## src/rtl/led_bar_meter.sv

```systemverilog
// LED bar-graph meter: saturating level capture, fast-attack/slow-decay smoothing,
// peak-hold marker, and a registered bar or dot LED map with optional peak overlay.
module led_bar_meter #(
    parameter int unsigned N_LEDS      = 16,
    parameter int unsigned LEVEL_W     = 5,
    parameter int unsigned HOLD_TICKS  = 8,
    parameter int unsigned DECAY_TICKS = 4,
    localparam int unsigned CW         = $clog2(N_LEDS + 1)
) (
    input  logic              clk,
    input  logic              rst,
    input  logic [LEVEL_W-1:0] level,
    input  logic              level_valid,
    input  logic              tick,
    input  logic              mode,
    input  logic              peak_en,
    output logic [N_LEDS-1:0] led,
    output logic [CW-1:0]     peak_level
);

    localparam int unsigned DW = (DECAY_TICKS > 1) ? $clog2(DECAY_TICKS) : 1;
    localparam int unsigned HW = (HOLD_TICKS > 0) ? $clog2(HOLD_TICKS + 1) : 1;
    localparam int unsigned SW = (LEVEL_W > CW) ? LEVEL_W : CW;

    logic [CW-1:0] tgt, disp, peak;
    logic [CW-1:0] tgt_n, disp_n, peak_n;
    logic [DW-1:0] dcnt, pdcnt, dcnt_n, pdcnt_n;
    logic [HW-1:0] hcnt, hcnt_n;
    logic [CW-1:0] sat_c;
    logic [N_LEDS-1:0] led_n;

    // Clamp the raw sample to full scale
    always_comb begin
        if (SW'(level) > SW'(N_LEDS)) sat_c = CW'(N_LEDS);
        else                          sat_c = CW'(level);
    end

    // Next state: attack/decay of disp, capture/hold/decay of peak, peak floor at disp
    always_comb begin
        tgt_n   = tgt;
        disp_n  = disp;
        dcnt_n  = dcnt;
        peak_n  = peak;
        hcnt_n  = hcnt;
        pdcnt_n = pdcnt;

        if (level_valid) tgt_n = sat_c;

        if (level_valid && (sat_c > disp)) begin
            disp_n = sat_c;
            dcnt_n = '0;
        end else if (tick) begin
            if (disp > tgt_n) begin
                if (dcnt == DW'(DECAY_TICKS - 1)) begin
                    disp_n = disp - CW'(1);
                    dcnt_n = '0;
                end else begin
                    dcnt_n = dcnt + DW'(1);
                end
            end else begin
                dcnt_n = '0;
            end
        end

        if (level_valid && (sat_c >= peak)) begin
            peak_n  = sat_c;
            hcnt_n  = '0;
            pdcnt_n = '0;
        end else if (tick) begin
            if (hcnt < HW'(HOLD_TICKS)) begin
                hcnt_n = hcnt + HW'(1);
            end else if (peak > disp_n) begin
                if (pdcnt == DW'(DECAY_TICKS - 1)) begin
                    peak_n  = peak - CW'(1);
                    pdcnt_n = '0;
                end else begin
                    pdcnt_n = pdcnt + DW'(1);
                end
            end else begin
                pdcnt_n = '0;
            end
        end

        if (peak_n < disp_n) peak_n = disp_n;
    end

    // LED map from the registered levels
    always_comb begin
        led_n = '0;
        for (int unsigned i = 0; i < N_LEDS; i++) begin
            if (mode) led_n[i] = (disp != '0) && (CW'(i) == disp - CW'(1));
            else      led_n[i] = (CW'(i) < disp);
            if (peak_en && (peak != '0) && (CW'(i) == peak - CW'(1))) led_n[i] = 1'b1;
        end
    end

    always_ff @(posedge clk or posedge rst) begin
        if (rst) begin
            tgt   <= '0;
            disp  <= '0;
            peak  <= '0;
            dcnt  <= '0;
            pdcnt <= '0;
            hcnt  <= '0;
            led   <= '0;
        end else begin
            tgt   <= tgt_n;
            disp  <= disp_n;
            peak  <= peak_n;
            dcnt  <= dcnt_n;
            pdcnt <= pdcnt_n;
            hcnt  <= hcnt_n;
            led   <= led_n;
        end
    end

    assign peak_level = peak;

endmodule

```

## config.mk

```make
export PLATFORM = sky130hd
export DESIGN_NAME = led_bar_meter
export DESIGN_NICKNAME = d
export VERILOG_FILES = /design/src/rtl/led_bar_meter.sv
export SDC_FILE = /design/constraint.sdc
export NUM_CORES = 1
export LEC_CHECK = 0
export CAP_MARGIN = 20
export CORE_MARGIN = 1.5
export CORE_UTILIZATION = 35
export DETAILED_ROUTE_END_ITERATION = 8
export PLACE_DENSITY = 0.54
export SLEW_MARGIN = 0
export SYNTH_ARGS = -nofsm -noshare
export SYNTH_HDL_FRONTEND = slang
export SYNTH_SLANG_ARGS = --single-unit
export TNS_END_PERCENT = 5
```

## constraint.sdc

```tcl
create_clock -name clk -period 7.15 [get_ports clk]
set_input_delay 1.0725 -clock clk [delete_from_list [all_inputs] [get_ports clk]]
set_output_delay 1.0725 -clock clk [all_outputs]
set_load 0.05 [all_outputs]
```

==> impl_metrics.csv, run 1 <==
group,metric,value,unit
setup_path,critical-path-max-stage-delay,0.56,ns
clock_tree,clk_root_buffer_cell,"sky130_fd_sc_hd__clkbuf_8",
pwr,report.power.total,1.68,mW
sta,rsz0062_at_grt,"no",
setup_path,path_class,"in -> reg",
floorplan,start_util,36.1,%
detailed_routing,post_drt_wl_per_cell,15.9,um
global_routing,grt_first_pass_wirelength,12.2,mm
sta,final.period_utilization,91.7,%
synthesis,synth_cells,320,
layout,areaGrowthSynthToFinish,19.4,%
floorplan,placement_rows,33,
synthesis,synth_ff_type,"sky130_fd_sc_hd__dfrtp_1",
pwr,p_leak,1.62,nW
clock_tree,worst_skew_pair.late_latency,0.29,ns
synthesis,synth-edff-count,0,
clock_tree,cts_hold_buf,0,
floorplan,core,0.00822,sq mm
synthesis,syn-cell-area,0.00297,sq mm
clock_tree,numCtsBuffers,5,
sta,final_hold_viol_count,0,
clock_tree,cts_num_sinks,39,
sta,worst_pin_slew,0.612,ns
synthesis,syn_nets,367,
clock_tree,cts_tree,"yes",
layout,mostFrequentLayoutCell,"sky130_fd_sc_hd__dfrtp_1",
global_routing,globalRouteTotalUtil,17.9,%
setup_path,critPathMostFrequentCell,"sky130_fd_sc_hd__ha_1",
run_status,run_status,"finished clean",
setup_path,worst_path_dominant_cell_family,"compound AO/OA/AOI/OAI gates",
sta,finalClockSkew,0.00521,ns
detailed_routing,detailedRoute.firstPassIterationCount,5,
detailed_routing,drc,0,
floorplan,die_y,95.0,um
sta,setup_total_negative_slack,0,ns
floorplan,dieWidth,95.0,um
sta,final.setup.worst_slack,0.595,ns
layout,cell_count_final_fillers_out,464,
synthesis,ff_latch_count_synth,39,
detailed_routing,route.vias.total,2454,
sta,max_slew_margin,59.2,%
pwr,power.density_cell_area,475,mW/mm^2
sta,final-setup-viol-count,0,
detailed_routing,routed_wl,7.39,mm
layout,multi_input_logic_area,0.00185,sq mm
setup_path,crit_path_start_kind,"primary input",
synthesis,synth_warnings,0,
detailed_routing,drt_first_iter_violations,99,
global_routing,grt_max_degree,40,
pwr,ir_drop,0.000136,V
setup_path,critical_path.slowest_cell,"sky130_fd_sc_hd__clkdlybuf4s50_1",
setup_path,worst-path-max-fanout,5,
sta,achievable-frequency,153,MHz
global_routing,grt_overflow_total,0,
worst_hold_path,holdCritPathClass,"reg -> reg",
place,post-dp-hpwl,5.77,mm
floorplan,die_area,0.00903,sq mm
clock_tree,cts.clk_slew.worst_paths,0.08,ns
synthesis,synth_sequential_area_ratio,32.9,%
setup_path,critical_path_required,7.33,ns
synthesis,synth.avg_cell_area,9.27,sq um
synthesis,synth.distinct_cells,53,
sta,period_needed,6.56,ns
layout,sequential_cell_area,976,sq um
detailed_routing,vias_per_cell,5.29,
setup_path,worstPathArrival,6.74,ns
layout,layout_common_cells,"39 x sky130_fd_sc_hd__dfrtp_1, 38 x sky130_fd_sc_hd__nand2_1, 36 x sky130_fd_sc_hd__ha_1",
clock_tree,h-tree-depth,2,
global_routing,antenna_found_initial,0,
run,drv_cap,0,
layout,nets,405,
setup_path,worstSetupEndpointType,"flip-flop",
layout,n_fill_cell,803,
synthesis,async_sr_flop_fraction,100,%
detailed_routing,antenna_violating_nets_post_route,0,
layout,post_route_cells_drive_above_1_share,10.0,%
global_routing,grt_pass1_vias,2455,
place,placed_cells,456,
clock_tree,postCtsSetupBuffers,0,
setup_path,cp_bufs_invs,4,
sta,drv_slew,0,
place,globalplace.congestion,0.911,
floorplan,pin_count,32,
place,preCtsSetupSlack,0.221,ns
place,port_buffers,31,
clock_tree,cts-root-to-sink-buffers,2,
layout,antennaDiodeCount,0,
-- report_power, final --
group	switching, mW	internal (mW)
logic	0.696	0.437
clock network	0.0801	0.0882
registers	0.0801	0.301
-- routing by layer --
layer	track usage (%)	up-vias	wire, um
met5	0	-	0
met4	6.84	0	172
met3	3.11	14	253
li1	-	1210	-
met1	21.5	1165	3210
met2	31.7	65	3760
-- path summary, 6_finish.rpt --
check                              start            end  slack (ns)  cells after the start
worst max-delay path            level[4]  peak_level[2]        0.59                     31
worst min-delay path              tgt[4]         tgt[4]        0.49                      2
worst max register to register   disp[3]  peak_level[2]        1.38                     26
worst min register to register    tgt[4]         tgt[4]        0.49                      2
max in group asynchronous            rst        hcnt[1]        5.58                      3
min in group asynchronous            rst         led[5]        1.21                      3
-- through the flow --
stage	cell area [sq um]	hold slack (ns)	util (%)
after floorplan	2970	0.452	-
after global placement	3430	0.482	41.8
after detailed placement	3430	0.475	41.8
after CTS	3530	0.494	43.0
after global routing	3540	0.535	43.1
final	3540	0.486	43.1
-- worst min-delay path, delay by kind of cell, from the launching register on --
kind / cells / cell delay (ns)
buffers and inverters: 1 / 0.06
muxes: 1 / 0.08
DFF: 1 / 0.32
-- state kept, by name, summed over array words and instances (netlist names) --
register,cells
led,16
dcnt,2
pdcnt,2
disp,5
hcnt,4
peak_level,5
tgt,5
-- repair_timing --
item,in CTS,in global routing
gates resized for setup,0,2
endpoints found under the setup margin,0,3
hold endpoints to repair,0,0
-- logic make-up (layout without fill, tap and decap cells) --
logic type                 Yosys count  count (layout)  synth area share [%]
muxes                               10              10                  3.88
and+or+nand+nor                     96              96                  15.3
DFF                                 39              39                  32.9
adders and majority gates           36              36                  15.2
buffers and inverters               35              74                  4.77
AOI/OAI and AO/OA                   83              83                  21.1
xor gates and xnor gates            21              21                  6.84
-- cells in the mapped netlist, types with 2 or more instances --
master | count | area [sq um]
sky130_fd_sc_hd__o22a_1 | 6 | 52.6
sky130_fd_sc_hd__and3_1 | 2 | 12.5
sky130_fd_sc_hd__o21a_1 | 2 | 15.0
sky130_fd_sc_hd__mux2_4 | 3 | 45.0
sky130_fd_sc_hd__o221ai_1 | 8 | 70.1
sky130_fd_sc_hd__a21o_1 | 11 | 82.6
sky130_fd_sc_hd__o221ai_2 | 2 | 30.0
sky130_fd_sc_hd__nor3_1 | 7 | 35.0
sky130_fd_sc_hd__a21oi_2 | 2 | 17.5
sky130_fd_sc_hd__dfrtp_1 | 39 | 976
sky130_fd_sc_hd__inv_1 | 24 | 90.1
sky130_fd_sc_hd__nor2_1 | 23 | 86.3
sky130_fd_sc_hd__buf_2 | 2 | 10.0
sky130_fd_sc_hd__o21ai_0 | 13 | 65.1
sky130_fd_sc_hd__a22oi_1 | 2 | 15.0
sky130_fd_sc_hd__a21oi_1 | 17 | 85.1
sky130_fd_sc_hd__xnor2_1 | 17 | 149
sky130_fd_sc_hd__and2_1 | 2 | 12.5
sky130_fd_sc_hd__a41oi_1 | 4 | 35.0
sky130_fd_sc_hd__nor2b_1 | 7 | 43.8
sky130_fd_sc_hd__nand3_1 | 4 | 20.0
sky130_fd_sc_hd__a31oi_1 | 3 | 18.8
sky130_fd_sc_hd__nand2b_1 | 2 | 12.5
sky130_fd_sc_hd__clkbuf_1 | 7 | 26.3
sky130_fd_sc_hd__nand2_1 | 38 | 143
sky130_fd_sc_hd__ha_1 | 36 | 450
sky130_fd_sc_hd__xor2_1 | 3 | 26.3
sky130_fd_sc_hd__mux2i_1 | 7 | 70.1
sky130_fd_sc_hd__nand4_1 | 3 | 18.8
-- layout make-up --
class	count	share of cell area, %
inverter	25	2.65
multi-input combinational	246	52.3
timing repair buffer	41	11.0
sequential	39	27.6
clock buffer	8	2.83
tap	105	3.71
(Power assumes the default switching activity.)
==> run 2, diff against run 1 <==
Settings changed: CORE_ASPECT_RATIO set to 1.4.
==> run 2 against run 1 <==
First-iteration DRC count grew 20%; power grew 8.2%; design area grew 2.7%; non-clock buffer count grew 2; clock-buffer cell count shrank 2; critical endpoint unchanged.
==> impl_metrics.csv, run 2 (same netlist as run 1, synthesis figures left out) <==
group,metric,value,unit
setup_path,path_class,"in -> reg",
worst_hold_path,holdCritPathClass,"reg -> reg",
setup_path,crit_path_start_kind,"primary input",
setup_path,rrSetupSlack,1.36,ns
clock_tree,h-tree-depth,2,
layout,n_fill_cell,798,
place,post-dp-hpwl,6.20,mm
worst_hold_path,whs_path_depth,2,
place,globalplace.congestion,0.901,
global_routing,grt_overflow_total,0,
place,port_buffers,31,
pwr,p_leak,1.65,nW
layout,nets,407,
layout,layout_common_cells,"39 x sky130_fd_sc_hd__dfrtp_1, 38 x sky130_fd_sc_hd__nand2_1, 36 x sky130_fd_sc_hd__ha_1",
layout,largest-register,"led",
clock_tree,post_cts_sizing_count,0,
sta,max_slew_margin,58.6,%
clock_tree,cts.clk_slew.worst_paths,0.06,ns
clock_tree,worst_skew_pair.late_latency,0.29,ns
setup_path,worst-path-max-fanout,7,
global_routing,antenna_found_initial,0,
clock_tree,clk_root_buffer_cell,"sky130_fd_sc_hd__clkbuf_16",
layout,antennaDiodeCount,0,
clock_tree,cts_tree,"yes",
clock_tree,cts_hold_buf,0,
detailed_routing,drt_first_iter_violations,119,
global_routing,grt_max_degree,40,
layout,areaGrowthSynthToFinish,22.6,%
detailed_routing,detailedRoute.firstPassIterationCount,5,
detailed_routing,route.vias.total,2450,
detailed_routing,routed_wl,7.80,mm
layout,utilization,44.3,%
global_routing,grt_first_pass_wirelength,12.5,mm
setup_path,critical-path-max-stage-delay,0.59,ns
sta,finalClockSkew,0.00705,ns
setup_path,worst_r2r_src,"disp[3]",
floorplan,dieWidth,80.8,um
sta,setup_total_negative_slack,0,ns
sta,final_hold_viol_count,0,
sta,achievable-frequency,151,MHz
pwr,power.density_cell_area,501,mW/mm^2
layout,number_of_flip_flops_under_the_largest_register_name,16,
sta,final-setup-viol-count,0,
setup_path,critical_path.slowest_cell,"sky130_fd_sc_hd__clkdlybuf4s50_1",
setup_path,critical_path_required,7.32,ns
floorplan,start_util,36.2,%
floorplan,core,0.00820,sq mm
sta,period_needed,6.63,ns
run,drv_cap,0,
floorplan,placement_rows,39,
detailed_routing,post_drt_wl_per_cell,16.8,um
clock_tree,cts-root-to-sink-buffers,2,
setup_path,r2r_end,"peak_level[2]",
clock_tree,postCtsSetupBuffers,0,
clock_tree,numCtsBuffers,5,
layout,mostFrequentLayoutCell,"sky130_fd_sc_hd__dfrtp_1",
sta,worst_pin_slew,0.615,ns
worst_hold_path,min_delay_worst_endpoint,"tgt[3]",
layout,post_route_cells_drive_above_1_share,10.2,%
detailed_routing,vias_per_cell,5.29,
detailed_routing,drc,0,
global_routing,grt_pass1_vias,2508,
clock_tree,cts_num_sinks,39,
global_routing,globalRouteTotalUtil,18.6,%
detailed_routing,antenna_violating_nets_post_route,0,
pwr,ir_drop,0.000212,V
floorplan,die_area,0.00904,sq mm
sta,drv_slew,0,
run_status,run_status,"finished clean",
worst_hold_path,min-delay-start,"tgt[3]",
floorplan,pin_count,32,
floorplan,die_y,112,um
sta,final.period_utilization,92.7,%
setup_path,worstPathArrival,6.79,ns
setup_path,critPathMostFrequentCell,"sky130_fd_sc_hd__ha_1",
sta,rsz0062_at_grt,"no",
setup_path,r2r_cells,25,
setup_path,worstSetupEndpointType,"flip-flop",
==> run 2: changes by cell type in the layout (fill, tap and decap cells not counted) <==
cell,previous run,this run
sky130_fd_sc_hd__buf_4,10,12
sky130_fd_sc_hd__a21oi_1,16,17
sky130_fd_sc_hd__a21oi_2,3,2
sky130_fd_sc_hd__bufinv_16,0,2
sky130_fd_sc_hd__clkbuf_16,0,5
sky130_fd_sc_hd__dlymetal6s2s_1,1,0
sky130_fd_sc_hd__clkdlybuf4s50_1,30,31
sky130_fd_sc_hd__clkbuf_8,7,0
==> run 2: area by class of cell <==
| cell class | instances | area (sq um) | area share (%) |
|---|---|---|---|
| sequential | 39 | 976 | 26.9 |
| timing repair buffer | 43 | 400 | 11.0 |
| inverter | 25 | 93.8 | 2.58 |
| tap | 102 | 128 | 3.51 |
| clock buffer | 6 | 129 | 3.55 |
| clock inverter | 2 | 60.1 | 1.65 |
| multi-input combinational | 246 | 1850 | 50.8 |
==> run 2: worst max-delay path, delay by kind of cell <==
kind / cells / cell delay (ns)
buf+inv: 3 / 0.81
simple gates: 8 / 1.02
mux: 2 / 0.50
fa+ha+maj: 3 / 0.88
compound gates: 12 / 2.22
xor+xnor: 2 / 0.29
==> run 2: per-stage QoR <==
stage / cell area, sq um / std cells / power, mW / setup WS [ns] / hold WS [ns]
final: 3630 / 463 / 1.82 / 0.525 / 0.480
after global routing: 3630 / 463 / 1.96 / 0.00265 / 0.501
after CTS: 3630 / 463 / 1.83 / 0.509 / 0.485
after detailed placement: 3450 / 455 / 1.53 / 0.224 / 0.471
after global placement: 3450 / 455 / 1.53 / 0.304 / 0.479
after floorplan: 2970 / 320 / 1.21 / 1.06 / 0.452
==> run 2: metal layers <==
metal | up-vias | routed length, um | track usage [%]
li1 | 1211 | - | -
met1 | 1133 | 2970 | 19.5
met2 | 77 | 4070 | 32.9
met3 | 29 | 289 | 3.36
met4 | 0 | 464 | 12.0
met5 | - | 0 | 0
==> run 2: worst max path at each step <==
stage / start / endpoint / cells after the start
after floorplan: level[3] / peak_level[1] / 28
after global placement: level[4] / peak_level[3] / 27
after detailed placement: level_valid / peak_level[2] / 28
after CTS: level_valid / peak_level[2] / 28
after global routing: level[4] / peak_level[2] / 30
final: level[4] / peak_level[2] / 30
==> run 2: power by group <==
group	switching, mW	internal [mW]
Sequential	0.0806	0.302
Combinational	0.708	0.441
Clock	0.0889	0.200
==> run 3, diff against run 2 <==
Settings changed: PLACE_DENSITY 0.54 to 0.56.
Clock period 7.15 ns to 5.9 ns, I/O delays scaled along.
==> run 3 against run 2 <==
Final cell count up 8.0%; critical path depth down 1; design area rose by 10%; power grew 28%; global-route usage is 0.84 points higher; sequential power increased by 22%; combinational power is 39% higher; sequential share of layout area down 2.5 points; highest routed layer unchanged; worst hold slack improved by 0.058 ns; clock power decreased by 6.9%; core utilization up 4.5 points; non-clock buffer count is 38 higher.
==> impl_metrics.csv, run 3 (same netlist as run 1, synthesis figures left out) <==
group,metric,value,unit
floorplan,pin_count,32,
layout,layout_common_cells,"49 x sky130_fd_sc_hd__buf_4, 39 x sky130_fd_sc_hd__dfrtp_1, 37 x sky130_fd_sc_hd__nand2_1",
clock_tree,cts_num_sinks,39,
clock_tree,numCtsBuffers,5,
place,post-dp-hpwl,6.23,mm
sta,finalClockSkew,0.00589,ns
clock_tree,cts_tree,"yes",
setup_path,worst_r2r_src,"disp[3]",
setup_path,worst-path-max-fanout,4,
clock_tree,worst_skew_pair.late_latency,0.28,ns
floorplan,die_y,112,um
floorplan,dieWidth,80.8,um
setup_path,critical_path.slowest_cell,"sky130_fd_sc_hd__ha_1",
sta,drv_slew,0,
global_routing,grt_overflow_total,0,
place,globalplace.congestion,0.872,
setup_path,endpoint,"peak_level[1]",
setup_path,worstSetupEndpointType,"flip-flop",
floorplan,die_area,0.00904,sq mm
setup_path,worstPathArrival,5.86,ns
detailed_routing,drt_first_iter_violations,149,
sta,achievable-frequency,176,MHz
sta,final-setup-viol-count,0,
detailed_routing,route.vias.total,2621,
sta,setup_total_negative_slack,0,ns
detailed_routing,routed_wl,8.11,mm
detailed_routing,detailedRoute.firstPassIterationCount,4,
clock_tree,cts-root-to-sink-buffers,2,
setup_path,cp-startpoint,"level[3]",
layout,antennaDiodeCount,0,
pwr,ir_drop,0.000221,V
sta,worst_pin_slew,0.623,ns
run_status,run_status,"finished clean",
setup_path,crit_path_start_kind,"primary input",
layout,n_fill_cell,790,
pwr,p_leak,1.87,nW
global_routing,grt_max_degree,40,
layout,largest-register,"led",
sta,final.period_utilization,96.5,%
detailed_routing,vias_per_cell,5.24,
setup_path,rrSetupSlack,0.58,ns
worst_hold_path,holdCritPathClass,"reg -> reg",
global_routing,globalRouteTotalUtil,19.4,%
setup_path,path_class,"in -> reg",
floorplan,core,0.00820,sq mm
pwr,report.power.total,2.34,mW
detailed_routing,drc,0,
layout,areaGrowthSynthToFinish,35.0,%
layout,post_route_cells_drive_above_1_share,25.4,%
pwr,power.density_cell_area,584,mW/mm^2
sta,max_slew_margin,58.4,%
layout,utilization,48.8,%
global_routing,grt_pass1_vias,2728,
run,drv_cap,0,
floorplan,start_util,36.2,%
setup_path,r2r_end,"peak_level[1]",
layout,nets,445,
clock_tree,h-tree-depth,2,
clock_tree,clk_root_buffer_cell,"sky130_fd_sc_hd__clkbuf_16",
detailed_routing,post_drt_wl_per_cell,16.2,um
setup_path,critical-path-max-stage-delay,0.35,ns
place,port_buffers,31,
setup_path,critical_path_required,6.06,ns
layout,mostFrequentLayoutCell,"sky130_fd_sc_hd__buf_4",
layout,number_of_flip_flops_under_the_largest_register_name,16,
sta,final_hold_viol_count,0,
detailed_routing,antenna_violating_nets_post_route,0,
sta,period_needed,5.69,ns
floorplan,placement_rows,39,
clock_tree,cts.clk_slew.worst_paths,0.06,ns
setup_path,r2r_cells,25,
global_routing,antenna_found_initial,0,
global_routing,grt_first_pass_wirelength,13.3,mm
run 3: cell count changes in the layout (fill, tap and decap cells not counted), sizes merged:
cell / previous run / this run
clkinv: 1 / 2
dlymetal6s2s: 0 / 3
bufinv: 2 / 0
buf: 12 / 50
clkbuf: 6 / 8
clkdlybuf4s15: 0 / 1
clkdlybuf4s50: 31 / 25
run 3: how the worst min path moves through the flow:
stage / start / end / slack (ns) / cells after the start
floorplan: tgt[1] / tgt[1] / 0.45 / 2
global placement: hcnt[3] / hcnt[3] / 0.52 / 2
detailed placement: hcnt[3] / hcnt[3] / 0.52 / 2
CTS: hcnt[3] / hcnt[3] / 0.54 / 2
global route: hcnt[3] / hcnt[3] / 0.59 / 2
finish: hcnt[3] / hcnt[3] / 0.54 / 2
run 3: layer usage:
layer	share of wire, %	GRT usage [%]
met5	0	0
met3	3.1	3.77
met4	3.7	9.54
met2	54	35.0
met1	40	21.0
run 3: power breakdown:
group	internal [mW]	switching [mW]
registers	0.366	0.0995
logic	0.680	0.923
clock network	0.165	0.104
total	1.21	1.13
run 3: repair_timing:
item | in CTS | in global routing
setup endpoints to repair | 4 | 5
setup buffers | 2 | 8
gates resized for setup | 18 | 21
pin swaps | 7 | 26
hold buffers | 0 | 0
run 3: layout make-up:
| class | count | area (sq um) | area share, % |
|---|---|---|---|
| sequential | 39 | 976 | 24.4 |
| clock buffer | 6 | 139 | 3.47 |
| multi-input combinational | 246 | 1970 | 49.3 |
| clock inverter | 1 | 5.00 | 0.125 |
| timing repair buffer | 81 | 687 | 17.2 |
| inverter | 25 | 93.8 | 2.34 |
| tap | 102 | 128 | 3.19 |
run 3: worst max-delay path, delay by kind of cell:
kind	cells	cell delay, ns
AO/OA/AOI/OAI	12	2.03
AND/OR/NAND/NOR	8	0.94
adder cells (fa/ha/maj)	3	0.92
multiplexers	2	0.51
XOR/XNOR	2	0.31
buffers and inverters	2	0.27
run 3: stage by stage:
step / std cells / worst slack [ns] / area, sq um / hold WS (ns)
4_1_cts: 492 / 0.00455 / 3880 / 0.543
2_1_floorplan: 320 / 0.0230 / 2980 / 0.452
6_report: 500 / 0.207 / 4000 / 0.537
3_3_place_gp: 483 / -0.533 / 3670 / 0.515
5_1_grt: 500 / -0.0619 / 4000 / 0.589
3_5_place_dp: 483 / -0.633 / 3670 / 0.524
